$ cat config.mk
export PLATFORM = sky130hd
export DESIGN_NAME = i2cs_pin_conditioner
export DESIGN_NICKNAME = d
export VERILOG_FILES = /design/src/rtl/i2cs_pkg.sv /design/src/rtl/i2cs_line_filter.sv /design/src/rtl/i2cs_pin_conditioner.sv
export SDC_FILE = /design/constraint.sdc
export NUM_CORES = 1
export LEC_CHECK = 0
export BUFFER_PORTS_ARGS = -buffer_cell sky130_fd_sc_hd__buf_2
export CORE_ASPECT_RATIO = 0.6
export CORE_MARGIN = 2
export CORE_UTILIZATION = 58
export CTS_CLUSTER_SIZE = 28
export DETAILED_ROUTE_END_ITERATION = 7
export GPL_ROUTABILITY_DRIVEN = 0
export PLACE_DENSITY = 0.91
export SLEW_MARGIN = 20
export SYNTH_ARGS = -nofsm -noshare
export SYNTH_HDL_FRONTEND = slang
export SYNTH_SLANG_ARGS = --single-unit
$ cat constraint.sdc
create_clock -name clk_i -period 4.25 [get_ports clk_i]
set_input_delay 0.425 -clock clk_i [delete_from_list [all_inputs] [get_ports clk_i]]
set_output_delay 0.425 -clock clk_i [all_outputs]
set_load 0.02 [all_outputs]
$ cat src/rtl/i2cs_pkg.sv
// Shared constants for the I2C peripheral pin conditioner.
package i2cs_pkg;

    localparam int unsigned LEN_W_DEFAULT = 8;
    localparam int unsigned GLITCH_CNT_W  = 16;
    localparam int unsigned DEBOUNCE_MIN  = 1;
    localparam logic        I2C_LINE_IDLE = 1'b1;

endpackage

$ cat src/rtl/i2cs_line_filter.sv
// Synchroniser plus debounce filter for one I2C line.
// I2CS_GLITCH_STATS_EN adds a glitch-event output.
module i2cs_line_filter
    import i2cs_pkg::*;
#(
    parameter int SYNC_STAGES = 2,
    parameter int LEN_W       = LEN_W_DEFAULT
) (
    input  logic             clk_i,
    input  logic             rst_i,
    input  logic [LEN_W-1:0] debounce_len_i,
    input  logic             line_i,
    output logic             filt_o
`ifdef I2CS_GLITCH_STATS_EN
    ,
    output logic             glitch_o
`endif
);

    logic [SYNC_STAGES-1:0] sync_q;
    logic [LEN_W-1:0]       cnt_q;
    logic                   filt_q;
    logic                   synced;
    logic [LEN_W-1:0]       thresh;
    logic [LEN_W:0]         cnt_inc;

    assign synced  = sync_q[SYNC_STAGES-1];
    assign thresh  = (debounce_len_i == '0) ? LEN_W'(DEBOUNCE_MIN) : debounce_len_i;
    assign cnt_inc = {1'b0, cnt_q} + (LEN_W+1)'(1);

    // NOTE: >= rather than == so a threshold lowered below the running count
    // still accepts the change on the next compare instead of wrapping.
    always_ff @(posedge clk_i) begin
        if (rst_i) begin
            sync_q <= {SYNC_STAGES{I2C_LINE_IDLE}};
            cnt_q  <= '0;
            filt_q <= I2C_LINE_IDLE;
        end else begin
            sync_q <= {sync_q[SYNC_STAGES-2:0], line_i};
            if (synced != filt_q) begin
                if (cnt_inc >= {1'b0, thresh}) begin
                    filt_q <= synced;
                    cnt_q  <= '0;
                end else begin
                    cnt_q <= cnt_inc[LEN_W-1:0];
                end
            end else begin
                cnt_q <= '0;
            end
        end
    end

    assign filt_o = filt_q;

`ifdef I2CS_GLITCH_STATS_EN
    // A partial count abandoned because the line fell back is a rejected glitch.
    assign glitch_o = (synced == filt_q) && (cnt_q != '0);
`endif

endmodule

$ cat src/rtl/i2cs_pin_conditioner.sv
// I2C pin front end: filtered levels, SCL edge and START/STOP pulses, delayed SDA drive.
// Optional rejected-glitch statistics under I2CS_GLITCH_STATS_EN.
module i2cs_pin_conditioner
    import i2cs_pkg::*;
#(
    parameter int SYNC_STAGES = 2,
    parameter int LEN_W       = LEN_W_DEFAULT
) (
    input  logic                    clk_i,
    input  logic                    rst_i,
    input  logic                    enable_i,
    input  logic [LEN_W-1:0]        debounce_len_i,
    input  logic [LEN_W-1:0]        sda_delay_len_i,
    input  logic                    i2c_scl_i,
    input  logic                    i2c_sda_i,
    input  logic                    sda_out_req_i,
    output logic                    scl_o,
    output logic                    sda_o,
    output logic                    scl_rise_o,
    output logic                    scl_fall_o,
    output logic                    start_o,
    output logic                    stop_o,
    output logic                    busy_o,
    output logic                    sda_out_o,
    output logic [GLITCH_CNT_W-1:0] glitch_cnt_o
);

    logic scl_f, sda_f;
    logic scl_prev_q, sda_prev_q;
    logic rise_det, fall_det, start_det, stop_det;
    logic [LEN_W-1:0] dly_cnt_q;
    logic             dly_pend_q;

`ifdef I2CS_GLITCH_STATS_EN
    logic scl_glitch, sda_glitch;
`endif

    i2cs_line_filter #(.SYNC_STAGES(SYNC_STAGES), .LEN_W(LEN_W)) u_scl_filter (
        .clk_i          (clk_i),
        .rst_i          (rst_i),
        .debounce_len_i (debounce_len_i),
        .line_i         (i2c_scl_i),
        .filt_o         (scl_f)
`ifdef I2CS_GLITCH_STATS_EN
        ,
        .glitch_o       (scl_glitch)
`endif
    );

    i2cs_line_filter #(.SYNC_STAGES(SYNC_STAGES), .LEN_W(LEN_W)) u_sda_filter (
        .clk_i          (clk_i),
        .rst_i          (rst_i),
        .debounce_len_i (debounce_len_i),
        .line_i         (i2c_sda_i),
        .filt_o         (sda_f)
`ifdef I2CS_GLITCH_STATS_EN
        ,
        .glitch_o       (sda_glitch)
`endif
    );

    // START/STOP need SCL high both before and after the SDA toggle, which
    // also rejects simultaneous SCL/SDA changes.
    assign rise_det  = enable_i & ~scl_prev_q & scl_f;
    assign fall_det  = enable_i & scl_prev_q & ~scl_f;
    assign start_det = enable_i & scl_prev_q & scl_f & sda_prev_q & ~sda_f;
    assign stop_det  = enable_i & scl_prev_q & scl_f & ~sda_prev_q & sda_f;

    always_ff @(posedge clk_i) begin
        if (rst_i) begin
            scl_prev_q <= I2C_LINE_IDLE;
            sda_prev_q <= I2C_LINE_IDLE;
            scl_rise_o <= 1'b0;
            scl_fall_o <= 1'b0;
            start_o    <= 1'b0;
            stop_o     <= 1'b0;
            busy_o     <= 1'b0;
        end else begin
            scl_prev_q <= scl_f;
            sda_prev_q <= sda_f;
            scl_rise_o <= rise_det;
            scl_fall_o <= fall_det;
            start_o    <= start_det;
            stop_o     <= stop_det;
            if (!enable_i || stop_det) begin
                busy_o <= 1'b0;
            end else if (start_det) begin
                busy_o <= 1'b1;
            end
        end
    end

    // The load shares the edge that raises scl_fall_o, so a zero delay
    // updates sda_out_o one cycle after the pulse.
    always_ff @(posedge clk_i) begin
        if (rst_i) begin
            dly_cnt_q  <= '0;
            dly_pend_q <= 1'b0;
            sda_out_o  <= I2C_LINE_IDLE;
        end else if (!enable_i || stop_det) begin
            dly_cnt_q  <= '0;
            dly_pend_q <= 1'b0;
            sda_out_o  <= I2C_LINE_IDLE;
        end else if (fall_det) begin
            dly_cnt_q  <= sda_delay_len_i;
            dly_pend_q <= 1'b1;
        end else if (dly_cnt_q != '0) begin
            dly_cnt_q <= dly_cnt_q - LEN_W'(1);
        end else if (dly_pend_q) begin
            sda_out_o  <= sda_out_req_i;
            dly_pend_q <= 1'b0;
        end
    end

    assign scl_o = scl_f;
    assign sda_o = sda_f;

`ifdef I2CS_GLITCH_STATS_EN
    logic [GLITCH_CNT_W-1:0] glitch_cnt_q;
    logic [GLITCH_CNT_W:0]   glitch_sum;

    assign glitch_sum = {1'b0, glitch_cnt_q} + (GLITCH_CNT_W+1)'(scl_glitch)
                      + (GLITCH_CNT_W+1)'(sda_glitch);

    always_ff @(posedge clk_i) begin
        if (rst_i) begin
            glitch_cnt_q <= '0;
        end else begin
            glitch_cnt_q <= glitch_sum[GLITCH_CNT_W] ? '1 : glitch_sum[GLITCH_CNT_W-1:0];
        end
    end

    assign glitch_cnt_o = glitch_cnt_q;
`else
    assign glitch_cnt_o = '0;
`endif

endmodule
# Word-level counts from Yosys, hierarchy flattened
# Cells that the tools add are included.
totals:
  out_inout_bits: 24
  elab_cells: 57
  register_bits: 39
  inputBits: 22
op_classes:
  muxes: 5
  order_cmp: 2
  n_eq_ne: 3
  n_addsub: 3
  reduce_logical: 11
  bitwise_logic: 17
op_table:
  columns: ["op", "count"]
  rows:
  - ["$mux 8", 3]
  - ["$add 8x1->9 const B", 2]
  - ["$ge 9x8->1", 2]
  - ["$and 1x1->1", 9]
  - ["$logic_not 8->1", 1]
  - ["$not 1->1", 8]
  - ["$reduce_bool 8->1", 1]
  - ["$sub 8x1->8 const B", 1]
  - ["$reduce_or 3->1", 2]
  - ["$reduce_and 2->1", 2]
  - ["$reduce_and 3->1", 1]
  - ["$mux 1", 2]
  - ["$ne 1x1->1", 2]
  - ["$ne 2x2->1 const B", 1]
  - ["$reduce_bool 2->1", 1]
  - ["$reduce_or 2->1", 1]
  - ["$logic_not 1->1", 1]
  - ["$logic_or 1x1->1", 1]

# Logic depth before layout (Yosys ltp)
# Gate-level depths: netlist (run 1).
logic_depth:
  ltp_word: 6
  depth_mapped: 11

# By module
# Synthesis (run 1) repeated with hierarchy kept, for this count alone.
hier_totals:
  hier_cells: 243
  hier_area_um2: 2250.9
by_module_without_submodules:
  columns: ["module", "instances", "area_per_inst_um2", "cells_per_inst"]
  rows:
  - ["i2cs_line_filter", 2, 676.9, 72]
  - ["i2cs_pin_conditioner", 1, 897.1, 99]

# Worst setup path after synthesis (run 1)
# No wires, ideal clock.
synth_path:
  path_kind: "input-to-reg"
  from: "in debounce_len_i[5]"
  to: "reg u_sda_filter.cnt_q[2]"
  setup_time_ps: 66
  t_arrival_ps: 2386
  path_stages: 9
  setup_slack_ps: 1798
  n_path_buf: 1
  cell_sequence: "nor4_1 -> a41o_1 -> ha_1 -> nand2b_1 -> a2111oi_0 -> o211ai_1 -> or3_1 -> clkbuf_1 -> nor2b_1"
synth_between:
  elab_chain_cells: 4
synth_rtl:
  columns: ["element", "line_no", "text"]
  rows:
  - ["from (decl)", "i2cs_pin_conditioner.sv:12", "input logic [LEN_W-1:0] debounce_len_i,"]
  - ["$logic_not 8->1", "i2cs_line_filter.sv:28", "assign thresh = (debounce_len_i == '0) ? LEN_W'(DEBOUNCE_MIN) : debounce_len_i;"]
  - ["$mux 8 *", "i2cs_line_filter.sv:28", null]
  - ["$ge 9x8->1 *", "i2cs_line_filter.sv:41", "if (cnt_inc >= {1'b0, thresh}) begin"]
  - ["$reduce_or 3->1 (no line) *", null, null]
  - ["to (signal assigned)", "i2cs_line_filter.sv:45", "cnt_q <= cnt_inc[LEN_W-1:0];"]
  - ["to (decl)", "i2cs_line_filter.sv:21", "logic [LEN_W-1:0] cnt_q;"]
# Every way passes the cells marked *; elsewhere a longest branch is shown, timed or not.
# A chain may end at the register's enable or synchronous reset.

# Worst setup path in the final report (run 1)
layout_path:
  from: "reg u_sda_filter.cnt_q[0]"
  to: "reg u_sda_filter.cnt_q[4]"
layout_between:
  elab_chain_cells: 3
layout_rtl:
  columns: ["element", "line_no", "text"]
  rows:
  - ["$add 8x1->9", "i2cs_line_filter.sv:29", "assign cnt_inc = {1'b0, cnt_q} + (LEN_W+1)'(1);"]
  - ["via u_sda_filter.cnt_inc[6]", "i2cs_line_filter.sv:25", "logic [LEN_W:0] cnt_inc;"]
  - ["$ge 9x8->1", "i2cs_line_filter.sv:41", null]
  - ["$reduce_or 3->1 (no line)", null, null]
# The timed path passes the listed nets, and every way through them passes these cells.

==> summary.txt, run 1 <==
Timing
  – Fin Setup TNS: 0 ns
  – Final worst slack: between 1.5 and 2 ns
  – Fmax: roughly 370 MHz
  – RSZ-0062 raised after global routing: false
  – Crit share post-route: 0.6290
  – Final Hold Fails: 0
  – Fin. max-slew vios: 0
  – Worst Tran Pin Value: about 0.5 ns
  – Slew headroom: 0.6589
  – Clk_skew: between 0.003 and 0.004 ns
  – Tmin final: 2.673 ns
  – Final setup fails: 0

Global routing
  – Total congestion overflow: 0
  – Initial antenna violation count: 0
  – Total GRT Usage: 0.2165
  – Largest net degree at the start of global routing: 14
  – First-pass GRT wire length: 7.141 mm
  – Number of global-route vias before repair: 1579

Layout
  – Commonest non-fill, non-tap cells in the layout: 39 x dfxtp_1, 29 x buf_2, 21 x nor2_1
  – Design Area, Final: between 2000 and 2500 um2
  – Commonest non-fill, non-tap cell in the layout: dfxtp_1
  – Nets: about 320
  – Area of the multi-input gates: 1220 um2
  – Share of layout cells above drive strength 1: 0.1691
  – FF/Latch Area: 780.7 um2
  – Area growth syn-to-layout: 8.781%
  – # diodes: 0
  – Fillers: 300

Die
  – Boundary Pins: between 40 and 50
  – Die height: 51.34 um
  – FP Rows: 17
  – Die footprint: between 4000 and 5000 um2
  – Die Wd: just over 80 um
  – Core area: 3616 um2
  – Starting Density: 0.5990

Synthesis
  – Share of Yosys cell area claimed by the top area cell type: 0.3605
  – Async S/R FF share, synth: 0
  – YS warnings: 0
  – Register area share after synthesis: 0.3605
  – Top FF cell, synth: dfxtp_1
  – Yosys reg bits: 39
  – Post-Synthesis Cells: between 200 and 250
  – Cell variety after synth: 42
  – Post-synth EDFFs: 0
  – Post-synth top area cell: dfxtp_1
  – Dominant cells by area after synthesis: dfxtp_1 36%, ha_1 12%, buf_4 5.9%
  – Synth Cell Area: between 2000 and 2500 um2
  – Synth Area per Inst: around 8.7 um2

Clock tree
  – Post-CTS Hold Buffers: 0
  – Num CTS Buffers: 5
  – Post-cts repair resize count: 0
  – Sink Count: 39
  – Root Buffer: clkbuf_8
  – Clock Pin Slew Worst Setup and Hold Paths: roughly 0.07 ns
  – CTS tree: built
  – Clock Path Buffers: 2
  – Clock latency on the worst-skew pair: about 0.30 ns
  – CTS H-tree lvls: 2
  – Post-CTS Setup Bufs: 0

Placed design
  – Detailed Place HPWL: 3.216 mm
  – Buffers on Ports: 29
  – Pre-CTS setup slack: about 1.5 ns
  – Placed cell area: ~2300 um2

Min path
  – Hold Crit Class: primary input to register
  – Hold_sp: i2c_scl_i

Job
  – Max-Cap Viols: 0

Drt
  – Routed len/inst: between 10 and 15 um
  – # DRC: 0
  – Drt via density: ~5.2
  – Vias: 1705
  – Routed Antenna Nets: 0
  – TritonRoute pass-1 iters: 4
  – Final WL: approximately 4.1 mm
  – DRT iter0 DRCs: 74

Worst setup path
  – Setup CP Type: register to register
  – R2R Path Start: u_sda_filter.cnt_q[0]
  – WP data required: ~4.5 ns
  – Critical Path Source: u_sda_filter.cnt_q[0]
  – CP endpoint kind: register
  – Worst Setup Start Kind: register
  – Critical path data arrival time: 2.91 ns
  – CP max FO: 8

Pwr
  – Leakage: ~1.1 nW
  – P per Cell Area: 479.4 nW/um2
  – Maximum VDD drop: 409.4 uV

Status
  – Outcome: complete, no violations
[worst max-delay path, cell delays in order (launching register included)]
cell      delay [ns]
dfxtp_1         0.40
ha_1            0.20
nand3_1         0.14
nor2_1          0.14
xor2_1          0.26
ha_1            0.30
a21o_1          0.19
o21ai_0         0.17
o211ai_1        0.16
or3_1           0.49
nor2b_1         0.15
[cells by family after synthesis]
group / after synthesis / share of synthesized area
buffers and inverters: 40 / 0.1022
AND/OR/NAND/NOR: 94 / 0.2317
XOR/XNOR: 18 / 0.07626
flip-flops: 39 / 0.3605
other: 1 / 0.001731
AO/OA/AOI/OAI: 33 / 0.09821
adder cells (fa/ha/maj): 20 / 0.1155
multiplexers: 3 / 0.01387
[synthesized netlist by cell type, types with 2 or more instances]
master	n
or2_2	5
buf_4	17
nand2b_1	4
o21ai_0	6
or3_1	2
o21a_1	2
nor2_1	21
ha_1	20
a21oi_1	10
a31oi_1	2
dfxtp_1	39
a21o_1	2
nor2b_1	7
and3_1	5
inv_1	18
a211oi_1	3
nand3_1	12
nand2_1	17
xor2_1	7
nor3_1	6
xnor2_1	10
clkbuf_1	4
o211ai_1	2
mux2i_1	3
nor3b_1	7
[worst paths after layout]
kind,endpoint,slack [ns],cells past startpoint
max,u_sda_filter.cnt_q[4],1.58,10
min,u_scl_filter.sync_q[0],0.30,2
max reg2reg,u_sda_filter.cnt_q[4],1.58,10
min reg2reg,u_sda_filter.sync_q[1],0.42,1
[state kept, by name (all words and copies together) (netlist names), 2 cells and up]
signal               cells
dly_cnt_q                8
u_scl_filter.cnt_q       8
u_sda_filter.cnt_q       8
u_scl_filter.sync_q      2
u_sda_filter.sync_q      2
[area by class of cell]
class	instances	area share
inverters	18	0.02868
well taps	47	0.02496
multi-input cells	184	0.5178
flip-flops and latches	39	0.3314
clock inverters	3	0.006373
repair buffers	29	0.06160
clock buffers	5	0.02921
[power breakdown]
part	internal (mW)	switching, mW	leakage, nW	total (mW)
combinational	0.214	0.239	0.730	0.453
sequential	0.399	0.0352	0.316	0.434
clock	0.112	0.130	0.0477	0.242
total	0.725	0.404	1.09	1.13
[layer usage]
metal  vias up  track usage  share of wire
met5         -            0              0
met4         0       0.1093          0.020
met3         9      0.05977          0.063
met2        55       0.3306           0.41
met1       774       0.2840           0.50
li1        867            -              -
[through the flow]
step / total power, mW / utilization / hold WS, ns / cells
after floorplan: 0.8565 / - / 0.3895 / 263
after global placement: 0.8670 / 0.6284 / 0.3907 / 317
after detailed placement: 0.8827 / 0.6284 / 0.4041 / 317
after CTS: 1.129 / 0.6516 / 0.2998 / 325
after global routing: 1.212 / 0.6516 / 0.3150 / 325
final: 1.129 / 0.6516 / 0.3049 / 325
(Power assumes the default switching activity.)
==> run 2: changes to the inputs <==
--- a/config.mk
+++ b/config.mk
@@ -5,14 +5,15 @@
 export SDC_FILE = /design/constraint.sdc
 export NUM_CORES = 1
 export LEC_CHECK = 0
+export ABC_AREA = 1
 export BUFFER_PORTS_ARGS = -buffer_cell sky130_fd_sc_hd__buf_2
 export CORE_ASPECT_RATIO = 0.6
 export CORE_MARGIN = 2
-export CORE_UTILIZATION = 58
+export CORE_UTILIZATION = 49
 export CTS_CLUSTER_SIZE = 28
 export DETAILED_ROUTE_END_ITERATION = 7
 export GPL_ROUTABILITY_DRIVEN = 0
-export PLACE_DENSITY = 0.91
+export PLACE_DENSITY = 0.82
 export SLEW_MARGIN = 20
 export SYNTH_ARGS = -nofsm -noshare
 export SYNTH_HDL_FRONTEND = slang
==> constraint.sdc (replaced) <==
create_clock -name clk_i -period 2.4 [get_ports clk_i]
set_input_delay 0.24 -clock clk_i [delete_from_list [all_inputs] [get_ports clk_i]]
set_output_delay 0.24 -clock clk_i [all_outputs]
set_load 0.02 [all_outputs]
==> summary.txt, run 2 <==
Synthesis
  – Async S/R FF share, synth: 0 (unchanged)
  – Share of Yosys cell area claimed by the top area cell type: 0.3504 (-0.01012)
  – Post-Synthesis Cells: 293 (+18%)
  – Cell variety after synth: 30 (-29%)
  – Synth Area in XOR/XNOR: 0.05839 (-0.01786)
  – Mux cell area share after synthesis: 0 (-0.01386)
  – Synth Cell Area: 2228 um2 (+2.9%)
  – Register area share after synthesis: 0.3504 (-0.01012)
  – Synth Area in Compound Gates: 0.06682 (-0.03139)
  – Post-synth top area cell: dfxtp_1
  – Top FF cell, synth: dfxtp_1
  – Post-synth EDFFs: 0 (unchanged)
  – Yosys reg bits: 39 (unchanged)
  – Largest family of logic cells by synthesized area: simple AND/OR/NAND/NOR gates
  – Post-Synth Simple-Gate Area: 0.2673 (+0.03561)
  – Synth Area in Adders: 0.1123 (-0.003244)
  – Commonest cells in the netlist: 57 x nand2_1, 46 x inv_1, 39 x dfxtp_1, 30 x nor2_1, 20 x ha_1
  – Synth Area per Inst: 7.605 um2 (-13%)
  – YS warnings: 0 (unchanged)
  – Dominant cells by area after synthesis: dfxtp_1 35%, ha_1 11%, nand2_1 9.6%
  – Top-count cell post-synth: nand2_1

Drt
  – Routed len/inst: 10.25 um (-19%)
  – Routed Antenna Nets: 0 (unchanged)
  – TritonRoute pass-1 iters: 4 (unchanged)
  – Drt via density: 4.497 (-14%)
  – # DRC: 0 (unchanged)
  – Final WL: 3.976 mm (-2.8%)
  – DRT iter0 DRCs: 96 (+30%)
  – Vias: 1745 (+2.3%)

Placed design
  – DP Cell Count: 380 (+20%)
  – Placed cell area: 2374 um2 (+4.5%)
  – Detailed Place HPWL: 3.167 mm (-1.5%)
  – Buffers on Ports: 29 (unchanged)

Timing
  – Final Hold Fails: 0 (unchanged)
  – Fmax: 465.6 MHz (+24%)
  – Crit share post-route: 0.8949 (+0.2659)
  – Fin. max-slew vios: 0 (unchanged)
  – Tmin final: 2.148 ns (-0.5256 ns)
  – Clk_skew: 0.007337 ns (+0.003694 ns)
  – Final setup fails: 0 (unchanged)
  – Fin Setup TNS: 0 ns (unchanged)

Die
  – Starting Density: 0.5263 (-0.07266)
  – FP Rows: 18 (+1)
  – Die height: 56.24 um (+9.5%)
  – Core area: 4234 um2 (+17%)
  – Boundary Pins: 46 (unchanged)
  – Die Wd: 91.06 um (+9.9%)
  – Die footprint: 5121 um2 (+20%)

Clock tree
  – CTS H-tree lvls: 2 (unchanged)
  – Num CTS Buffers: 5 (unchanged)
  – Root Buffer: clkbuf_8
  – Clock latency on the worst-skew pair: 0.29 ns (about the same)
  – Sink Count: 39 (unchanged)
  – Clock Path Buffers: 2 (unchanged)
  – Clock Pin Slew Worst Setup and Hold Paths: 0.07 ns (about the same)
  – CTS tree: built
  – Post-CTS Hold Buffers: 0 (unchanged)

Worst setup path
  – Worst Setup Start Kind: register
  – Critical path data arrival time: 2.37 ns (-0.54 ns)
  – Worst R2R Path Depth: 10 (unchanged)
  – Setup CP Type: register to register
  – Crit path buffers/inverters: 0 (unchanged)
  – Worst-path cell chain: ha_1, nand3_1, nor2_1, xor2_1, ha_1, a21oi_1, nand2_1, nand2_1, nand3_4, nor2_1
  – Crit. path cell count: 10 (unchanged)
  – Critical path's top delay family: simple AND/OR/NAND/NOR gates
  – CP max FO: 8 (unchanged)
  – CP max stage cell: dfxtp_1
  – Worst stage delay on the critical path: 0.40 ns (-0.09 ns)
  – CP endpoint kind: register
  – WP data required: 2.62 ns (-1.86 ns)

Layout
  – Design Area, Final: 2491 um2 (+5.7%)
  – Area growth syn-to-layout: 11.79%
  – Non-Filler Instances: 388 (+19%)
  – Final core utilization: 0.5884 (-0.06320)
  – Nets: 370 (+16%)
  – Fillers: 408 (+36%)
  – Commonest non-fill, non-tap cell in the layout: nand2_1
  – Commonest non-fill, non-tap cells in the layout: 57 x nand2_1, 46 x inv_1, 39 x dfxtp_1
  – Largest regs: dly_cnt_q: 8 flops, u_scl_filter.cnt_q: 8 flops, u_sda_filter.cnt_q: 8 flops
  – Share of layout cells above drive strength 1: 0.1982 (+0.02911)
  – # diodes: 0 (unchanged)

Min path
  – Hold Crit Class: primary input to register
  – Hold depth: 2 (unchanged)

Pwr
  – Leakage: 1.282 nW (+17%)
  – Overall power: 2.017 mW (+79%)
  – P per Cell Area: 809.9 nW/um2 (+69%)
  – Maximum VDD drop: 445.4 uV (+8.8%)

Global routing
  – Total congestion overflow: 0 (unchanged)
  – Total GRT Usage: 0.1681 (-0.04842)
  – Number of global-route vias before repair: 1611 (+2.0%)
  – Initial antenna violation count: 0 (unchanged)
  – Largest net degree at the start of global routing: 13 (-1)
  – First-pass GRT wire length: 6.851 mm (-4.1%)

Status
  – Outcome: complete, no violations

Job
  – Max-Cap Viols: 0 (unchanged)
==> run 2: cell types whose count changed after synthesis, sizes merged, moves of 4 or more <==
cell,change
nand2,+43
inv,+31
nor2,+13
nand3,+11
xnor2,-8
nor2b,-7
a21oi,+6
nor3b,-6
and3,-5
clkbuf,-4
nand2b,-4
xor2,+4
==> run 2: cell type report <==
class	instances	area, um2	share of cell area
clock inverter	1	5.005	0.002009
timing repair buffer	30	152.6	0.06128
sequential	39	780.7	0.3134
inverter	50	187.7	0.07534
multi-input combinational	202	1207	0.4847
tap	60	75.07	0.03014
clock buffer	6	82.58	0.03315
==> run 2: routing by layer <==
layer  wire length, um  share of wire  vias up  global-route usage
li1                  -              -      950                   -
met1              2103           0.53      749              0.2204
met2              1627           0.41       42              0.2614
met3               203          0.051        4             0.06640
met4                42          0.011        0             0.03896
met5                 0              0        -                   0
==> run 2: path summary, 6_finish.rpt <==
check                          from                     end  slack, ns
max reg2reg   u_scl_filter.cnt_q[0]   u_scl_filter.cnt_q[0]       0.25
min                       i2c_sda_i  u_sda_filter.sync_q[0]       0.13
min reg2reg  u_scl_filter.sync_q[0]  u_scl_filter.sync_q[1]       0.41
max           u_scl_filter.cnt_q[0]   u_scl_filter.cnt_q[0]       0.25
==> run 2: cells by family (layout without fill, tap and decap cells) <==
logic type      count (synthesis)  after routing
simple gates                  126            126
buf+inv                        67             87
flops                          39             39
compound gates                 26             26
fa+ha+maj                      20             20
xor+xnor                       14             14
other cells                     1             16
==> run 2: worst reg2reg max path: stages, from the launching register on <==
cell and delay [ns]:
dfxtp_1 0.40, ha_1 0.21, nand3_1 0.15, nor2_1 0.20, xor2_1 0.23, ha_1 0.28
a21oi_1 0.15, nand2_1 0.06, nand2_1 0.14, nand3_4 0.14, nor2_1 0.13
==> run 2: timing repair <==
action,4_1_cts,5_1_grt
gates resized for setup,0,3
endpoints found under the setup margin,0,6
buffers inserted,0,1
==> run 2: per-stage QoR <==
| stage | hold slack (ns) | setup WS [ns] |
|---|---|---|
| floorplan | 0.3124 | 0.5454 |
| global placement | 0.3958 | 0.3212 |
| detailed placement | 0.3975 | 0.2533 |
| CTS | 0.1224 | 0.2303 |
| global route | 0.1158 | -0.01645 |
| finish | 0.1298 | 0.2523 |
==> run 2: power by group <==
group | switching [mW] | total, mW | internal (mW)
Clock | 0.216 | 0.441 | 0.225
Sequential | 0.0614 | 0.774 | 0.712
Combinational | 0.473 | 0.803 | 0.329
Total | 0.751 | 2.02 | 1.27
==> run 3: changes to the inputs <==
--- a/config.mk
+++ b/config.mk
@@ -7,13 +7,15 @@
 export LEC_CHECK = 0
 export ABC_AREA = 1
 export BUFFER_PORTS_ARGS = -buffer_cell sky130_fd_sc_hd__buf_2
+export CELL_PAD_IN_SITES_DETAIL_PLACEMENT = 2
+export CELL_PAD_IN_SITES_GLOBAL_PLACEMENT = 2
 export CORE_ASPECT_RATIO = 0.6
 export CORE_MARGIN = 2
-export CORE_UTILIZATION = 49
+export CORE_UTILIZATION = 28
 export CTS_CLUSTER_SIZE = 28
 export DETAILED_ROUTE_END_ITERATION = 7
 export GPL_ROUTABILITY_DRIVEN = 0
-export PLACE_DENSITY = 0.82
+export PLACE_DENSITY = 0.83
 export SLEW_MARGIN = 20
 export SYNTH_ARGS = -nofsm -noshare
 export SYNTH_HDL_FRONTEND = slang
==> summary.txt, run 3 (synthesis results as in run 2) <==
Status
  – Outcome: complete, no violations

Worst setup path
  – R2R Path Start: u_scl_filter.cnt_q[1]
  – Setup CP Type: register to register
  – Worst Setup Start Kind: register
  – Worst R2R Path Depth: 12 (+2)
  – Critical path data arrival time: 2.34 ns (-0.03 ns)
  – R2R setup slack: 0.27 ns (about the same)
  – WP data required: 2.61 ns (about the same)
  – Critical Path Source: u_scl_filter.cnt_q[1]
  – CP max FO: 8 (unchanged)
  – CP endpoint kind: register
  – R2r endpoint: u_scl_filter.cnt_q[0]

Pwr
  – Maximum VDD drop: 229.0 uV (-49%)
  – Overall power: 2.408 mW (+19%)
  – Leakage: 1.316 nW (+2.7%)
  – P per Cell Area: 905.3 nW/um2 (+12%)

Drt
  – Final WL: 5.756 mm (+45%)
  – Vias: 1836 (+5.2%)
  – Drt via density: 4.211 (-6.4%)
  – Routed Antenna Nets: 0 (unchanged)
  – TritonRoute pass-1 iters: 4 (unchanged)
  – # DRC: 0 (unchanged)
  – Routed len/inst: 13.20 um (+29%)
  – DRT iter0 DRCs: 62 (-35%)

Timing
  – Clk_skew: 0.004696 ns (-0.002641 ns)
  – Tmin final: 2.134 ns (-0.01406 ns)
  – Final Hold Fails: 0 (unchanged)
  – Final setup fails: 0 (unchanged)
  – Fin Setup TNS: 0 ns (unchanged)
  – Fmax: 468.7 MHz (+0.66%)
  – Crit share post-route: 0.8890 (-0.005856)
  – RSZ-0062 raised after global routing: false
  – Fin. max-slew vios: 0 (unchanged)

Min path
  – Hold depth: 2 (unchanged)
  – Hold Crit Class: primary input to register
  – Hold Path End: u_scl_filter.sync_q[0]
  – Hold_sp: i2c_scl_i

Placed design
  – DP Cell Count: 428 (+13%)
  – Buffers on Ports: 29 (unchanged)
  – Detailed Place HPWL: 4.663 mm (+47%)

Die
  – Core area: 7789 um2 (+84%)
  – FP Rows: 25 (+7)
  – Starting Density: 0.2861 (-0.2402)
  – Boundary Pins: 46 (unchanged)
  – Die Wd: 119.2 um (+31%)
  – Die footprint: 8711 um2 (+70%)
  – Die height: 73.10 um (+30%)

Clock tree
  – Clock Path Buffers: 2 (unchanged)
  – Clock latency on the worst-skew pair: 0.28 ns (about the same)
  – Post-CTS Setup Bufs: 0 (unchanged)
  – CTS H-tree lvls: 2 (unchanged)
  – Clock Pin Slew Worst Setup and Hold Paths: 0.06 ns (about the same)
  – Post-CTS Hold Buffers: 0 (unchanged)
  – Root Buffer: clkbuf_16
  – CTS tree: built
  – Sink Count: 39 (unchanged)
  – Num CTS Buffers: 5 (unchanged)

Layout
  – # diodes: 0 (unchanged)
  – Share of layout cells above drive strength 1: 0.2226 (+0.02439)
  – Non-Filler Instances: 436 (+12%)
  – Largest regs: dly_cnt_q: 8 flops, u_scl_filter.cnt_q: 8 flops, u_sda_filter.cnt_q: 8 flops
  – Final core utilization: 0.3415 (-0.2468)
  – Area growth syn-to-layout: 19.37%
  – Commonest non-fill, non-tap cells in the layout: 57 x nand2_1, 46 x inv_1, 37 x dfxtp_1
  – Commonest non-fill, non-tap cell in the layout: nand2_1
  – Nets: 369 (-0.27%)

Global routing
  – Top Usage Layer GRT: met2
  – First-pass GRT wire length: 9.591 mm (+40%)
  – Number of global-route vias before repair: 1996 (+24%)
  – Global Route met3 Usage: 0.04141 (-0.02499)
  – Largest net degree at the start of global routing: 13 (unchanged)
  – Total GRT Usage: 0.1417 (-0.02633)
  – Met1 Resource Use GR: 0.1761 (-0.04431)
  – Met2 usage: 0.2465 (-0.01489)
  – Total congestion overflow: 0 (unchanged)
  – Initial antenna violation count: 0 (unchanged)

Job
  – Max-Cap Viols: 0 (unchanged)
## run 3: changes by cell type in the layout (fill, tap and decap cells not counted)
cell,previous run,this run
nor2_2,3,6
nand3_2,4,5
nand3_1,17,16
bufinv_16,0,1
clkbuf_8,6,1
dfxtp_2,0,2
buf_4,1,0
clkbuf_16,0,5
xor2_1,10,8
xor2_2,1,3
dfxtp_1,39,37
nor2_1,30,27
## run 3: critical path, stage by stage, from the launching register on
cell and delay [ns]:
dfxtp_1 0.36, ha_1 0.22, nand3_2 0.14, nor2_2 0.20
xor2_2 0.21, ha_1 0.28, nand2_1 0.08, inv_1 0.05
nand2_1 0.07, nand2_1 0.05, nand2_1 0.13, nand3_4 0.14
nor2_1 0.14
## run 3: layout make-up
class / count / area [um2]
clock buffers: 6 / 138.9
repair buffers: 29 / 145.1
flip-flops and latches: 39 / 783.3
clock inverters: 2 / 35.03
fillers: 899 / 5129
inverters: 50 / 187.7
multi-input cells: 202 / 1235
well taps: 108 / 135.1
## run 3: how the worst max path moves through the flow
stage	to	slack, ns
6_report	u_scl_filter.cnt_q[0]	0.27
5_1_grt	u_sda_filter.cnt_q[4]	0.02
4_1_cts	u_scl_filter.cnt_q[2]	0.09
3_5_place_dp	u_scl_filter.cnt_q[2]	0.12
3_3_place_gp	u_scl_filter.cnt_q[5]	0.25
2_1_floorplan	u_sda_filter.cnt_q[0]	0.55
## run 3: where the power goes
group | switching (mW) | leakage (nW) | internal [mW]
clock network | 0.261 | 0.0868 | 0.517
registers | 0.0668 | 0.317 | 0.713
logic | 0.520 | 0.912 | 0.330
total | 0.849 | 1.32 | 1.56
## run 3: metrics by stage
step | hold WS (ns) | setup WS, ns | instance area (um2)
after CTS | 0.1314 | 0.09495 | 2608
after global routing | 0.1312 | 0.01509 | 2660
after detailed placement | 0.4030 | 0.1190 | 2434
final | 0.1373 | 0.2664 | 2660
after floorplan | 0.3124 | 0.5454 | 2285
after global placement | 0.3941 | 0.2540 | 2434
## run 3: timing repair
| item | in CTS | in global routing |
|---|---|---|
| resized for setup | 0 | 11 |
| hold endpoints to repair | 0 | 0 |
| endpoints found under the setup margin | 0 | 17 |
## run 3: layer usage
metal  part of all wire  routed length (um)
met4             0.0090                  52
met3              0.035                 201
met5                  0                   0
met2               0.48                2736
met1               0.48                2765
